**config.mk**
```make
export PLATFORM = sky130hd
export DESIGN_NAME = linterp_frac
export DESIGN_NICKNAME = d
export VERILOG_FILES = /design/src/rtl/linterp_pkg.sv /design/src/rtl/frac_div_step.sv /design/src/rtl/linterp_frac.sv
export SDC_FILE = /design/constraint.sdc
export NUM_CORES = 1
export LEC_CHECK = 0
export CAP_MARGIN = 20
export CELL_PAD_IN_SITES_DETAIL_PLACEMENT = 0
export CELL_PAD_IN_SITES_GLOBAL_PLACEMENT = 1
export CORE_MARGIN = 4
export CORE_UTILIZATION = 45
export CTS_CLUSTER_DIAMETER = 80
export CTS_CLUSTER_SIZE = 16
export DETAILED_ROUTE_END_ITERATION = 6
export PLACE_DENSITY = 0.81
export SYNTH_ARGS = -nofsm -noshare
export SYNTH_HDL_FRONTEND = slang
export SYNTH_SLANG_ARGS = --single-unit
```
**constraint.sdc**
```tcl
create_clock -name clk -period 5.7 [get_ports clk]
set_input_delay 1.14 -clock clk [delete_from_list [all_inputs] [get_ports clk]]
set_output_delay 1.14 -clock clk [all_outputs]
set_load 0.01 [all_outputs]
```
**src/rtl/linterp_pkg.sv**
```systemverilog
// Shared types and width helpers for the linear-interpolator inverse.
package linterp_pkg;

   // Controller states: accept, normalize/classify, divide, present result.
   typedef enum logic [1:0] {
      IDLE  = 2'd0,
      SETUP = 2'd1,
      DIV   = 2'd2,
      DONE  = 2'd3
   } state_t;

   // Default geometry, matching the signal path's interpolator.
   localparam int DEF_WIDTH     = 8;
   localparam int DEF_PRECISION = 16;

   // Endpoint difference needs one extra bit to hold high - low.
   function automatic int den_width(input int width);
      return width + 1;
   endfunction

   // Numerator and remainder: target minus shifted low, then a possible
   // negation, so two guard bits above the target format.
   function automatic int num_width(input int width, input int precision);
      return width + precision + 2;
   endfunction

   // Bit counter / shift index width for walking the quotient bits.
   function automatic int cnt_width(input int precision);
      return (precision > 1) ? $clog2(precision) : 1;
   endfunction

endpackage

```
**src/rtl/frac_div_step.sv**
```systemverilog
// One restoring-division step: trial-subtract den << shift from the remainder.
module frac_div_step #(
   parameter int NW = 26,
   parameter int DW = 9,
   parameter int SW = 4
) (
   input  logic [NW-1:0] rem,
   input  logic [DW-1:0] den,
   input  logic [SW-1:0] shift,
   output logic [NW-1:0] rem_next,
   output logic          q_bit
);

   logic [NW-1:0] den_shift;
   logic          fits;

   // Both operands are non-negative here, so an unsigned compare is exact.
   always_comb begin
      den_shift = {{(NW-DW){1'b0}}, den} << shift;
      fits      = (rem >= den_shift);
      rem_next  = fits ? (rem - den_shift) : rem;
      q_bit     = fits;
   end

endmodule

```
**src/rtl/linterp_frac.sv**
```systemverilog
// Finds the fraction c such that low*2^P + (high-low)*c brackets the target.
module linterp_frac
   import linterp_pkg::*;
#(
   parameter int WIDTH     = DEF_WIDTH,
   parameter int PRECISION = DEF_PRECISION
) (
   input  logic                        clk,
   input  logic                        rst_n,
   input  logic                        i_valid,
   output logic                        o_ready,
   input  logic signed [WIDTH-1:0]     i_high_signed,
   input  logic signed [WIDTH-1:0]     i_low_signed,
   input  logic signed [WIDTH+PRECISION-1:0] i_target,
   output logic                        o_valid,
   input  logic                        i_ready,
   output logic [PRECISION-1:0]        o_ctrl,
   output logic                        o_clamp_low,
   output logic                        o_clamp_high,
   output logic                        o_degenerate
);

   localparam int DW = den_width(WIDTH);
   localparam int NW = num_width(WIDTH, PRECISION);
   localparam int CW = cnt_width(PRECISION);
   localparam int TW = WIDTH + PRECISION;

   state_t state_reg, state_next;

   // Captured request; held for the whole operation.
   logic signed [WIDTH-1:0] high_reg, low_reg;
   logic signed [TW-1:0]    target_reg;

   // Divider working state.
   logic [DW-1:0]        den_reg;
   logic [NW-1:0]        rem_reg;
   logic [PRECISION-1:0] q_reg;
   logic [CW-1:0]        cnt_reg;

   // SETUP-stage combinational values.
   logic signed [DW-1:0] den_raw, den_abs;
   logic signed [NW-1:0] num_raw, num_n, den_lim;
   logic                 is_degen, is_low, is_high, is_special;

   // DIV-stage combinational values.
   logic [CW-1:0]        idx;
   logic [NW-1:0]        step_rem;
   logic                 step_q;
   logic [PRECISION-1:0] q_next;
   logic                 last_bit;

   // Handshake outputs come straight from the state register.
   assign o_ready = (state_reg == IDLE);
   assign o_valid = (state_reg == DONE);

   // Sign-normalize the operands and classify the special cases.
   always_comb begin
      den_raw  = {high_reg[WIDTH-1], high_reg} - {low_reg[WIDTH-1], low_reg};
      num_raw  = {{2{target_reg[TW-1]}}, target_reg}
               - {{2{low_reg[WIDTH-1]}}, low_reg, {PRECISION{1'b0}}};
      den_abs  = den_raw[DW-1] ? -den_raw : den_raw;
      num_n    = den_raw[DW-1] ? -num_raw : num_raw;
      den_lim  = {{(NW-DW){1'b0}}, den_abs} << PRECISION;
      is_degen = (den_abs == '0);
      is_low   = num_n[NW-1];
      is_high  = !is_low && (num_n >= den_lim);
      is_special = is_degen || is_low || is_high;
   end

   // Quotient bits are produced MSB first: bit index = PRECISION-1-count.
   always_comb begin
      idx      = CW'(PRECISION - 1) - cnt_reg;
      last_bit = (cnt_reg == CW'(PRECISION - 1));
      q_next   = q_reg | (PRECISION'(step_q) << idx);
   end

   frac_div_step #(
      .NW (NW),
      .DW (DW),
      .SW (CW)
   ) u_step (
      .rem      (rem_reg),
      .den      (den_reg),
      .shift    (idx),
      .rem_next (step_rem),
      .q_bit    (step_q)
   );

   // State register.
   always_ff @(posedge clk or negedge rst_n) begin
      if (!rst_n) begin
         state_reg <= IDLE;
      end else begin
         state_reg <= state_next;
      end
   end

   // Next-state decode.
   always_comb begin
      state_next = state_reg;
      case (state_reg)
         IDLE:    if (i_valid) state_next = SETUP;
         SETUP:   state_next = is_special ? DONE : DIV;
         DIV:     if (last_bit) state_next = DONE;
         DONE:    if (i_ready) state_next = IDLE;
         default: state_next = IDLE;
      endcase
   end

   // Datapath: capture, setup, iterate, and load results on entry to DONE.
   always_ff @(posedge clk or negedge rst_n) begin
      if (!rst_n) begin
         high_reg     <= '0;
         low_reg      <= '0;
         target_reg   <= '0;
         den_reg      <= '0;
         rem_reg      <= '0;
         q_reg        <= '0;
         cnt_reg      <= '0;
         o_ctrl       <= '0;
         o_clamp_low  <= 1'b0;
         o_clamp_high <= 1'b0;
         o_degenerate <= 1'b0;
      end else begin
         case (state_reg)
            IDLE: begin
               if (i_valid) begin
                  high_reg   <= i_high_signed;
                  low_reg    <= i_low_signed;
                  target_reg <= i_target;
               end
            end
            SETUP: begin
               den_reg <= den_abs;
               rem_reg <= num_n;
               q_reg   <= '0;
               cnt_reg <= '0;
               if (is_degen) begin
                  o_ctrl       <= '0;
                  o_degenerate <= 1'b1;
                  o_clamp_low  <= 1'b0;
                  o_clamp_high <= 1'b0;
               end else if (is_low) begin
                  o_ctrl       <= '0;
                  o_degenerate <= 1'b0;
                  o_clamp_low  <= 1'b1;
                  o_clamp_high <= 1'b0;
               end else if (is_high) begin
                  o_ctrl       <= '1;
                  o_degenerate <= 1'b0;
                  o_clamp_low  <= 1'b0;
                  o_clamp_high <= 1'b1;
               end
            end
            DIV: begin
               rem_reg <= step_rem;
               q_reg   <= q_next;
               cnt_reg <= cnt_reg + CW'(1);
               if (last_bit) begin
                  o_ctrl       <= q_next;
                  o_degenerate <= 1'b0;
                  o_clamp_low  <= 1'b0;
                  o_clamp_high <= 1'b0;
               end
            end
            default: begin
            end
         endcase
      end
   end

endmodule
```
==> results.txt, run 1 <==
Post-Syn Area -> 0.00895 sq mm
Final min period -> 4990 ps
Area Growth Syn to Fin -> 17.2%
Die H -> 149 um
slowest stage delay, CP -> 600 ps
Resized Gates After CTS -> 0
commonest non-fill, non-tap cell in the layout -> dfrtp_1
post-synthesis sequential area ratio -> 0.324
Final Skew -> 7.76 ps
worst-margin pin slew -> 934 ps
critical path arrival -> 5300 ps
Worst Path Required -> 6010 ps
cell at the root of the clock tree -> clkbuf_16
I/O Buffers -> 64
crit path kind -> register to register
total track usage -> 0.215
vias in the first global route -> 7,294
Fill cells -> 1,832
hold path startpoint -> q_reg[2]
initial antenna violation count -> 0
Reg-to-Reg Start -> low_reg[0]
Hold-fix buffers, CTS -> 0
post-route ant nets -> 0
Initial DRC Count -> 586
RSZ-0062 raised after global routing -> no
CP Max Fanout -> 19
routability cong. -> 0.920
Starting Density -> 0.458
IO Pins -> 65
Avg Cell Area, Syn -> 8.92 sq um
dpl cells -> 1,296
synth unique cells -> 76
H-tree levels -> 4
Worst setup EP type -> register
worst rel slew slack -> 0.372
Slowest cell on crit path -> o211ai_4
Core Region -> 0.0195 sq mm
first drt pass iteration count -> 6
first-pass GRT wire length -> 38,300 um
# diodes -> 0
CP cell instances -> ha_1, fa_1, nand2b_1, a211oi_1, o21ai_2, buf_4, o21ai_0, xor2_1, ha_1, a21oi_1, o211ai_1, a21oi_1, o21ai_0, or4b_4, o211ai_4, mux2_2
Sink Count -> 116
Post-Route Setup TNS -> 0 ps
Chip Width -> 149 um
Async SR Flop Fraction -> 1.00
fmax -> 200 MHz
worst skew pair latency -> 430 ps
Post-synth EDFFs -> 0
final instance area -> 0.0105 sq mm
worst setup path startpoint -> low_reg[0]
GRT overflow -> 0
crit share post-route -> 0.875
endpoints failing hold -> 0
HPWL after DPL -> 17,200 um
full die area -> 0.0222 sq mm
Core Rows -> 51
via count -> 7,663
Net Count, Synth -> 1,107
Setup Buffers After CTS -> 0
layout cell share with drive strength beyond 1 -> 0.139
Pins Over Slew Limit -> 0
final WL -> 23,000 um
Reg clk slew, reported paths -> 70 ps
drt drc -> 0
status -> finished clean
vias per std cell -> 5.77
TritonCTS clock tree -> yes
Hold WC Path Type -> register to register
Cells after Synth -> 1,003
CTS buffer count -> 17
placed cell area -> 0.00985 sq mm
reg2reg setup slack -> 710 ps
WL per Instance -> 17.3 um
Critical Path Source Type -> register
number of synthesis warnings -> 0
Max Buffers Root-to-Sink -> 2
commonest non-fill, non-tap cells in the layout -> dfrtp_1, nor2_1, a21oi_1, nand2_1
largest net degree at the start of global routing -> 82
Final setup violation count -> 0
Layout Nets -> 1,155
ys flop type -> dfrtp_1
Max Cap Viol -> 0
max reg flops -> 26
Yosys reg bits -> 116
final cell count without fillers -> 1,329
[critical path: cells and delay by family (launching register included)]
family,cells,cell delay [ps]
buf+inv,1,250
simple gates,2,690
fa+ha+maj,3,900
flops,1,400
mux,1,420
xor+xnor,1,230
compound gates,8,1980
[metal layers]
metal  global-route usage  wire length (um)  up-vias
met5                    0                 0        -
met4               0.0590               358        0
met3               0.0377               925       31
met2                0.343             10900      176
met1                0.302             10800     3673
li1                     -                 -     3783
[synth_stat cells, types with 21 or more instances]
| master | instances | share of area |
|---|---|---|
| ha_1 | 57 | 0.080 |
| nor2_1 | 89 | 0.037 |
| clkbuf_1 | 45 | 0.019 |
| nand3_1 | 21 | 0.012 |
| xor2_1 | 21 | 0.021 |
| mux2_2 | 63 | 0.079 |
| inv_1 | 48 | 0.020 |
| dfrtp_1 | 116 | 0.32 |
| xnor2_1 | 28 | 0.027 |
| a21oi_1 | 75 | 0.042 |
| nand2_1 | 76 | 0.032 |
| o21ai_0 | 57 | 0.032 |
| mux2i_1 | 27 | 0.030 |
[logic make-up (layout without fill, tap and decap cells)]
| kind of cell | Yosys count | after routing | share of synthesized area |
|---|---|---|---|
| xor+xnor | 49 | 49 | 0.0480 |
| buf+inv | 101 | 162 | 0.0443 |
| simple gates | 309 | 309 | 0.173 |
| fa+ha+maj | 60 | 60 | 0.0864 |
| mux | 98 | 98 | 0.124 |
| compound gates | 270 | 270 | 0.200 |
| flops | 116 | 116 | 0.324 |
[metrics by stage]
step | hold slack, ps | setup WS [ps] | util
final | 503 | 711 | 0.537
after global routing | 524 | 322 | 0.537
after CTS | 504 | 678 | 0.536
after detailed placement | 488 | 665 | 0.504
after global placement | 475 | 717 | 0.504
after floorplan | 464 | 731 | -
[final cells by class]
type / instances / area [sq um] / area share
Clock buffer: 17 / 425 / 0.0406
Multi-Input combinational cell: 786 / 5670 / 0.541
Clock inverter: 15 / 185 / 0.0177
Inverter: 48 / 180 / 0.0172
Tap cell: 265 / 332 / 0.0316
Timing Repair Buffer: 82 / 793 / 0.0756
Sequential cell: 116 / 2900 / 0.277
[path summary, 6_finish.rpt]
path | endpoint | cells after the start
setup / recovery | o_ctrl[0] | 16
hold / removal | q_reg[2] | 2
setup reg to reg | o_ctrl[0] | 16
hold reg to reg | q_reg[2] | 2
max in group asynchronous | target_reg[3] | 3
min in group asynchronous | o_ctrl[7] | 1
Power of run 1 is left out: the tool's default activity adds up to more than one toggle a clock period on the data nets, which glitch-free logic cannot reach.
==> run 2: changes to the inputs <==
Settings changed: ABC_AREA from default to 1, CORE_UTILIZATION 45 to 44, PLACE_DENSITY 0.81 to 0.84, REMOVE_ABC_BUFFERS from default to 1, SLEW_MARGIN from default to 10.
==> results.txt, run 2 <==
status -> finished clean
reg2reg setup slack -> 1020 ps (+310 ps)
Post-synth EDFFs -> 0 (unchanged)
worst-margin pin slew -> 974 ps (+40.0 ps)
TritonCTS clock tree -> yes
endpoints failing hold -> 0 (unchanged)
Setup Buffers After CTS -> 0 (unchanged)
initial antenna violation count -> 0 (unchanged)
dpl cells -> 1,610 (+24%)
routability cong. -> 0.918 (-0.20%)
CP Max Fanout -> 31 (+12)
Hold-fix buffers, CTS -> 0 (unchanged)
HPWL after DPL -> 18,300 um (+6.7%)
Avg Cell Area, Syn -> 6.86 sq um (-23%)
Pins Over Slew Limit -> 0 (unchanged)
synth unique cells -> 46 (-39%)
Cells after Synth -> 1,315 (+31%)
drt drc -> 0 (unchanged)
top cells by count, synth -> nand2_1, nor2_1, o21ai_0
Critical Path Source Type -> register
Hold WC Path Type -> register to register
Slowest cell on crit path -> inv_1
fmax -> 214 MHz (+6.7%)
CP cell instances -> inv_1, nand2_1, inv_1, o21ai_0, mux2i_1, o21ai_0, ha_1, a21oi_1, o21ai_0, a21oi_1, nand2_1, nand2_1, nand3_1, nand2_1, o21ai_1, buf_4, inv_1, a21oi_1, o21ai_0, nand2_1
hold path startpoint -> o_ctrl[9]
Reg clk slew, reported paths -> 60 ps (about the same)
H-tree levels -> 4 (unchanged)
cell at the root of the clock tree -> clkbuf_16
Final Skew -> 10.6 ps (+2.83 ps)
cell mode on critical path -> nand2_1
R2R cell count -> 20 (+4)
Max Buffers Root-to-Sink -> 2 (unchanged)
max reg flops -> 26 (unchanged)
largest net degree at the start of global routing -> 73 (-11%)
Final setup violation count -> 0 (unchanged)
WL per Instance -> 14.6 um (-16%)
final WL -> 24,000 um (+4.2%)
full die area -> 0.0229 sq mm (+2.9%)
# diodes -> 0 (unchanged)
Synth area leaders -> dfrtp_1, nand2_1, ha_1
layout cell share with drive strength beyond 1 -> 0.0590 (-0.0801)
worst rel slew slack -> 0.350 (-0.0219)
CTS buffer count -> 17 (unchanged)
Sink Count -> 116 (unchanged)
ys flop type -> dfrtp_1
Synth area leader -> dfrtp_1
Chip Width -> 151 um (+1.4%)
Reg-to-Reg Start -> cnt_reg[0]
commonest non-fill, non-tap cell in the layout -> nand2_1
Async SR Flop Fraction -> 1.00 (unchanged)
Yosys reg bits -> 116 (unchanged)
GRT overflow -> 0 (unchanged)
Post-Syn Area -> 0.00902 sq mm (+0.78%)
worst hold path endpoint -> o_ctrl[9]
crit share post-route -> 0.820 (-0.0548)
total track usage -> 0.220 (+0.00561)
I/O Buffers -> 64 (unchanged)
Layout Nets -> 1,463 (+27%)
Starting Density -> 0.447 (-0.0111)
top cell type's share of synthesized area -> 0.322 (-0.00252)
WHS Path Cells -> 2 (unchanged)
post-route ant nets -> 0 (unchanged)
via count -> 8,564 (+12%)
worst skew pair latency -> 420 ps (about the same)
RSZ-0062 raised after global routing -> no
Max Cap Viol -> 0 (unchanged)
vias per std cell -> 5.22 (-9.5%)
slowest stage delay, CP -> 640 ps (+40 ps)
crit path kind -> register to register
IO Pins -> 65 (unchanged)
number of synthesis warnings -> 0 (unchanged)
top-count cell post-synth -> nand2_1
critical path arrival -> 4970 ps (-330 ps)
vias in the first global route -> 8,011 (+9.8%)
Final min period -> 4680 ps (-312 ps)
Worst Path Required -> 5990 ps (-20 ps)
Die H -> 151 um (+1.4%)
first drt pass iteration count -> 5 (-1)
Initial DRC Count -> 608 (+3.8%)
Area Growth Syn to Fin -> 15.6%
commonest non-fill, non-tap cells in the layout -> nand2_1, nor2_1, o21ai_0
final cell count without fillers -> 1,642 (+24%)
register area -> 0.00290 sq mm (unchanged)
Core Region -> 0.0202 sq mm (+3.3%)
reg2reg end -> rem_reg[16]
Post-Route Setup TNS -> 0 ps (unchanged)
Core Rows -> 52 (+2.0%)
Fill cells -> 2,034 (+11%)
post-synthesis sequential area ratio -> 0.322 (-0.00252)
Resized Gates After CTS -> 0 (unchanged)
Worst setup EP type -> register
area occupied by multi-input gates -> 0.00547 sq mm (-3.5%)
first-pass GRT wire length -> 40,500 um (+5.6%)
run 2: how the worst max path moves through the flow:
stage	slack, ps	cells past startpoint	from	to
after floorplan	1620	16	cnt_reg[3]	rem_reg[16]
after global routing	420	20	cnt_reg[0]	rem_reg[16]
final	1020	20	cnt_reg[0]	rem_reg[16]
after CTS	1080	18	cnt_reg[1]	rem_reg[16]
after detailed placement	1150	20	cnt_reg[0]	rem_reg[16]
after global placement	1270	18	cnt_reg[1]	rem_reg[19]
run 2: per-layer routing:
| metal | track usage | up-vias | share of wire |
|---|---|---|---|
| met4 | 0.0589 | 0 | 0.017 |
| met1 | 0.318 | 3905 | 0.49 |
| met5 | 0 | - | 0 |
| li1 | - | 4445 | - |
| met3 | 0.0353 | 25 | 0.046 |
| met2 | 0.345 | 189 | 0.45 |
run 2: layout make-up:
class,count,share of cell area
clock buffers,17,0.0408
clock inverters,15,0.0140
inverters,119,0.0428
multi-input cells,1033,0.524
flip-flops and latches,116,0.278
well taps,270,0.0324
repair buffers,72,0.0670
run 2: cell families after synthesis:
group                      count (synthesis)  share of synthesized area
muxes                                     19                     0.0234
xor gates and xnor gates                  37                     0.0359
adders and majority gates                 60                     0.0857
AOI/OAI and AO/OA                        246                      0.149
and+or+nand+nor                          671                      0.312
DFF                                      116                      0.322
buffers and inverters                    166                     0.0723
run 2: stage by stage:
step                utilization  area [sq um]  setup slack [ps]  hold WS [ps]
finish                    0.517         10400              1020           466
global route              0.517         10400               422           484
CTS                       0.517         10400              1080           473
detailed placement        0.489          9850              1150           458
global placement          0.489          9850              1270           454
floorplan                     -          8810              1620           447
run 2: worst max-delay path, delay by kind of cell (launching register included):
family	cells	cell delay, ps
compound gates	8	1290
buf+inv	4	1180
simple gates	6	940
flops	1	590
fa+ha+maj	1	360
mux	1	160
Power of run 2 is left out for the same reason.
==> run 3: changes to the inputs <==
Clock period 5.7 ns to 4.55 ns, I/O delays scaled along.
==> results.txt, run 3 (same netlist as run 2, synthesis figures left out) <==
Post-Route Setup TNS -> 0 ps (unchanged)
worst-margin pin slew -> 888 ps (-86.2 ps)
crit path kind -> register to register
Hold WC Path Type -> register to register
Pins Over Slew Limit -> 0 (unchanged)
largest net degree at the start of global routing -> 53 (-27%)
final WL -> 24,200 um (+0.83%)
fin util -> 0.524 (+0.00713)
total track usage -> 0.220 (-0.000373)
Max Buffers Root-to-Sink -> 2 (unchanged)
status -> finished clean
Layout Nets -> 1,475 (+0.82%)
commonest non-fill, non-tap cell in the layout -> nand2_1
HPWL after DPL -> 18,600 um (+1.4%)
commonest non-fill, non-tap cells in the layout -> nand2_1, nor2_1, o21ai_0
Final Skew -> 11.7 ps (+1.14 ps)
post-route ant nets -> 0 (unchanged)
Final min period -> 4080 ps (-601 ps)
layout cell share with drive strength beyond 1 -> 0.0672 (+0.00816)
Core Rows -> 52 (unchanged)
dpl cells -> 1,621 (+0.68%)
fmax -> 245 MHz (+15%)
drt drc -> 0 (unchanged)
crit share post-route -> 0.896 (+0.0754)
IO Pins -> 65 (unchanged)
Area Growth Syn to Fin -> 17.2%
via count -> 8,708 (+1.7%)
Die H -> 151 um (unchanged)
Worst Path Required -> 4910 ps (-1080 ps)
Worst setup EP type -> register
Fill cells -> 1,994 (-2.0%)
Final setup violation count -> 0 (unchanged)
first drt pass iteration count -> 5 (unchanged)
vias per std cell -> 5.26 (+0.94%)
CTS buffer count -> 17 (unchanged)
max reg flops -> 26 (unchanged)
initial antenna violation count -> 0 (unchanged)
RSZ-0062 raised after global routing -> no
endpoints failing hold -> 0 (unchanged)
CP Max Fanout -> 20 (-35%)
Final WS setup -> 474 ps (-549 ps)
# diodes -> 0 (unchanged)
Sink Count -> 116 (unchanged)
Resized Gates After CTS -> 0 (unchanged)
Initial DRC Count -> 545 (-10%)
Critical Path Source Type -> register
cell at the root of the clock tree -> clkbuf_16
Core Region -> 0.0202 sq mm (unchanged)
GRT overflow -> 0 (unchanged)
routability cong. -> 0.970 (+5.7%)
Place WS -> 401 ps (-746 ps)
worst skew pair latency -> 430 ps (about the same)
final cell count without fillers -> 1,654 (+0.73%)
first-pass GRT wire length -> 40,300 um (-0.51%)
Setup Buffers After CTS -> 0 (unchanged)
Max Cap Viol -> 0 (unchanged)
WL per Instance -> 14.6 um (about the same)
H-tree levels -> 4 (unchanged)
Chip Width -> 151 um (unchanged)
Hold-fix buffers, CTS -> 0 (unchanged)
full die area -> 0.0229 sq mm (unchanged)
worst rel slew slack -> 0.406 (+0.0554)
critical path arrival -> 4440 ps (-530 ps)
TritonCTS clock tree -> yes
vias in the first global route -> 8,026 (+0.19%)
Reg clk slew, reported paths -> 60 ps (about the same)
Starting Density -> 0.447 (unchanged)
I/O Buffers -> 64 (unchanged)
run 3: cell types whose count changed in the layout (fill, tap and decap cells not counted):
| cell | delta |
|---|---|
| bufinv_16 | +1 |
| buf_12 | +1 |
| clkinv_4 | +1 |
| clkinvlp_4 | -2 |
| nand3_2 | -1 |
| buf_4 | +10 |
| nand3_4 | +2 |
run 3: stage by stage:
| stage | cell area (sq um) | hold WS, ps |
|---|---|---|
| after floorplan | 8810 | 447 |
| after global placement | 9950 | 457 |
| after detailed placement | 9950 | 459 |
| after CTS | 10500 | 475 |
| after global routing | 10600 | 490 |
| final | 10600 | 471 |
run 3: critical path, stage by stage (launching register included):
cell,delay (ps)
dfrtp_1,400
ha_1,220
fa_1,380
inv_1,100
nand3_1,130
nand2_2,140
nand2_2,90
nand3_4,180
nand2_4,130
a21oi_1,180
xor2_1,240
inv_1,70
ha_1,290
a21o_1,180
a221oi_1,230
inv_1,60
nand4_1,90
nand2_1,60
nor2_2,170
nand3_4,250
nand3_4,260
nand2_1,70
nand2_1,70
run 3: layout make-up:
class	instances	area (sq um)	area share
Tap cell	270	338	0.0320
Timing Repair Buffer	83	793	0.0751
Sequential cell	116	2900	0.275
Clock buffer	17	425	0.0403
Multi-Input combinational cell	1034	5490	0.520
Inverter	119	447	0.0423
Clock inverter	15	170	0.0161
run 3: worst paths after layout:
check | start | endpoint | slack, ps | cells past startpoint
max in group asynchronous | rst_n | target_reg[1] | 3100 | 2
max | low_reg[0] | o_ctrl[7] | 470 | 22
min in group asynchronous | rst_n | o_ctrl[11] | 510 | 1
max reg2reg | low_reg[0] | o_ctrl[7] | 470 | 22
min reg2reg | o_ctrl[5] | o_ctrl[5] | 470 | 2
min | o_ctrl[5] | o_ctrl[5] | 470 | 2
run 3: per-layer routing:
layer / GRT usage / share of wire / vias up / wire (um)
met1: 0.319 / 0.49 / 4011 / 11800
met4: 0.0653 / 0.023 / 0 / 551
li1: - / - / 4475 / -
met2: 0.336 / 0.45 / 181 / 10900
met5: 0 / 0 / - / 0
met3: 0.0392 / 0.039 / 41 / 946
Power of run 3 is left out for the same reason.
==> variant (config.mk and constraints of run 2) <==
Encoding of `state_t`: now one-hot (4 bits for 4 states).
--- a/src/rtl/linterp_pkg.sv
+++ b/src/rtl/linterp_pkg.sv
@@ -4,7 +4,7 @@
    // Controller states: accept, normalize/classify, divide, present result.
-   typedef enum logic [1:0] {
-      IDLE  = 2'd0,
-      SETUP = 2'd1,
-      DIV   = 2'd2,
-      DONE  = 2'd3
+   typedef enum logic [3:0] {
+      IDLE  = 4'b0001,
+      SETUP = 4'b0010,
+      DIV   = 4'b0100,
+      DONE  = 4'b1000
    } state_t;
Formal check against the unedited RTL: same outputs for any inputs over 4 cycles, from zero or initial values and one cycle with rst_n low; so few cycles prove little.
==> variant against run 2 <==
Critical path depth up 8; sequential cell count increased by 2; setup slack worse by 0.13 ns; first-iteration DRC count shrank 31%; cell area fell by 1.8%; via count down 2.6%; sequential share of layout area increased by 1.0 points; area after synthesis decreased by 1.9%; routed wire length down 1.1%; count of clock-buffer cells in the layout is 1 higher; critical path type unchanged.
Power is left out: the tool's default activity adds up to more than one toggle a clock period on the data nets, which glitch-free logic cannot reach.
==> variant: results (changes against run 2) <==
| Metric | Value |
|---|---|
| Status | `finished, final reports clean` |
| Routed wire length | `23.75 mm (-1.1%)` |
| Placer Congestion | `0.9028 (-1.7%)` |
| Worst r2r path cells | `28 (+40%)` |
| Worst reg-to-reg setup slack | `0.89 ns (-0.13 ns)` |
| RR Endpoint | `o_clamp_low$_DFFE_PN0P_` |
| WP data arrival | `5.16 ns (+0.19 ns)` |
| Seq/Total Area, Yosys | `33.39% (+1.2 points)` |
| Worst Hold Margin | `0.4709 ns (+0.004481 ns)` |
| Global-route usage over all layers | `22.43% (+0.39 points)` |
| Worst R2R Start | `high_reg[0]$_DFFE_PN0P_` |
| Pre-CTS WS | `0.8424 ns (-0.3043 ns)` |
| Critical path's largest stage delay | `0.58 ns (-0.06 ns)` |
| Grt met1 use | `31.28% (-0.49 points)` |
| Mapped Avg Cell Area | `6.774 um2 (-1.2%)` |
| First-pass GRT wire length | `40.50 mm (about the same)` |
| Hold endpoint | `o_ctrl[8]$_DFFE_PN0P_` |
| Area contributors post-synth | `dfrtp_1 33%, nand2_1 18%, o21ai_0 8.0%` |
| Vias in the first global route | `8177 (+2.1%)` |
| Relative slew slack | `43.98% (+8.9 points)` |
| Met3 usage | `3.937% (+0.41 points)` |
| Worst Min Path Start | `o_ctrl[8]$_DFFE_PN0P_` |
| Worst Setup EP | `o_clamp_low$_DFFE_PN0P_` |
| Crit-path max FO | `21 (-32%)` |
| Met2 usage | `36.70% (+2.2 points)` |
| Nets | `1449 (-0.96%)` |
| Synth cell count leaders | `433 x nand2_1, 142 x o21ai_0, 131 x inv_1` |
| Largest net degree at the start of global routing | `68 (-6.8%)` |
| Area after DPL | `0.009681 mm2 (-1.8%)` |
| Synth Area in Compound Gates | `13.42% (-1.4 points)` |
| Share of layout cells above drive strength 1 | `5.874% (-0.030 points)` |
| Post-synthesis mux area share | `2.121% (-0.22 points)` |
| Crit. Startpoint | `high_reg[0]$_DFFE_PN0P_` |
| Vias | `8342 (-2.6%)` |
| F_max | `208.0 MHz (-2.7%)` |
| XOR/XNOR Fraction of Synth Area | `3.465% (-0.13 points)` |
| Adder-cell share of the synthesized area | `8.174% (-0.40 points)` |
| Slowest CP cell | `nand2_1` |
| Non-filler instance count after layout | `1627 (-0.91%)` |
| Initial DRC Count | `421 (-31%)` |
==> variant: cell count changes in the layout (fill, tap and decap cells not counted), moves of 16 or more <==
cell     before  now
inv_1       113  131
nor2_1      132  105
a21oi_1      82   53
o21ai_0     120  141
nand4_1      35   19
nand2_1     396  433
==> variant: area by class of cell <==
cell class | count | area (um2)
clock buffers | 18 | 429.2
clock inverters | 14 | 123.9
fillers | 2015 | 9356
inverters | 141 | 529.3
multi-input cells | 1000 | 5175
flip-flops and latches | 118 | 2954
well taps | 265 | 331.6
repair buffers | 71 | 690.7
==> variant: critical path: cells and delay by family, from the launching register on <==
family                   cells  cell delay, ns
flip-flops                   1            0.36
AO/OA/AOI/OAI                4            0.56
adder cells (fa/ha/maj)      3            0.86
XOR/XNOR                     1            0.20
AND/OR/NAND/NOR             16            2.32
buffers and inverters        4            0.43
==> variant: routing by layer <==
metal,up-vias,wire (um)
li1,4334,-
met1,3818,11550
met2,174,11000
met3,16,980
met4,0,222
met5,-,0
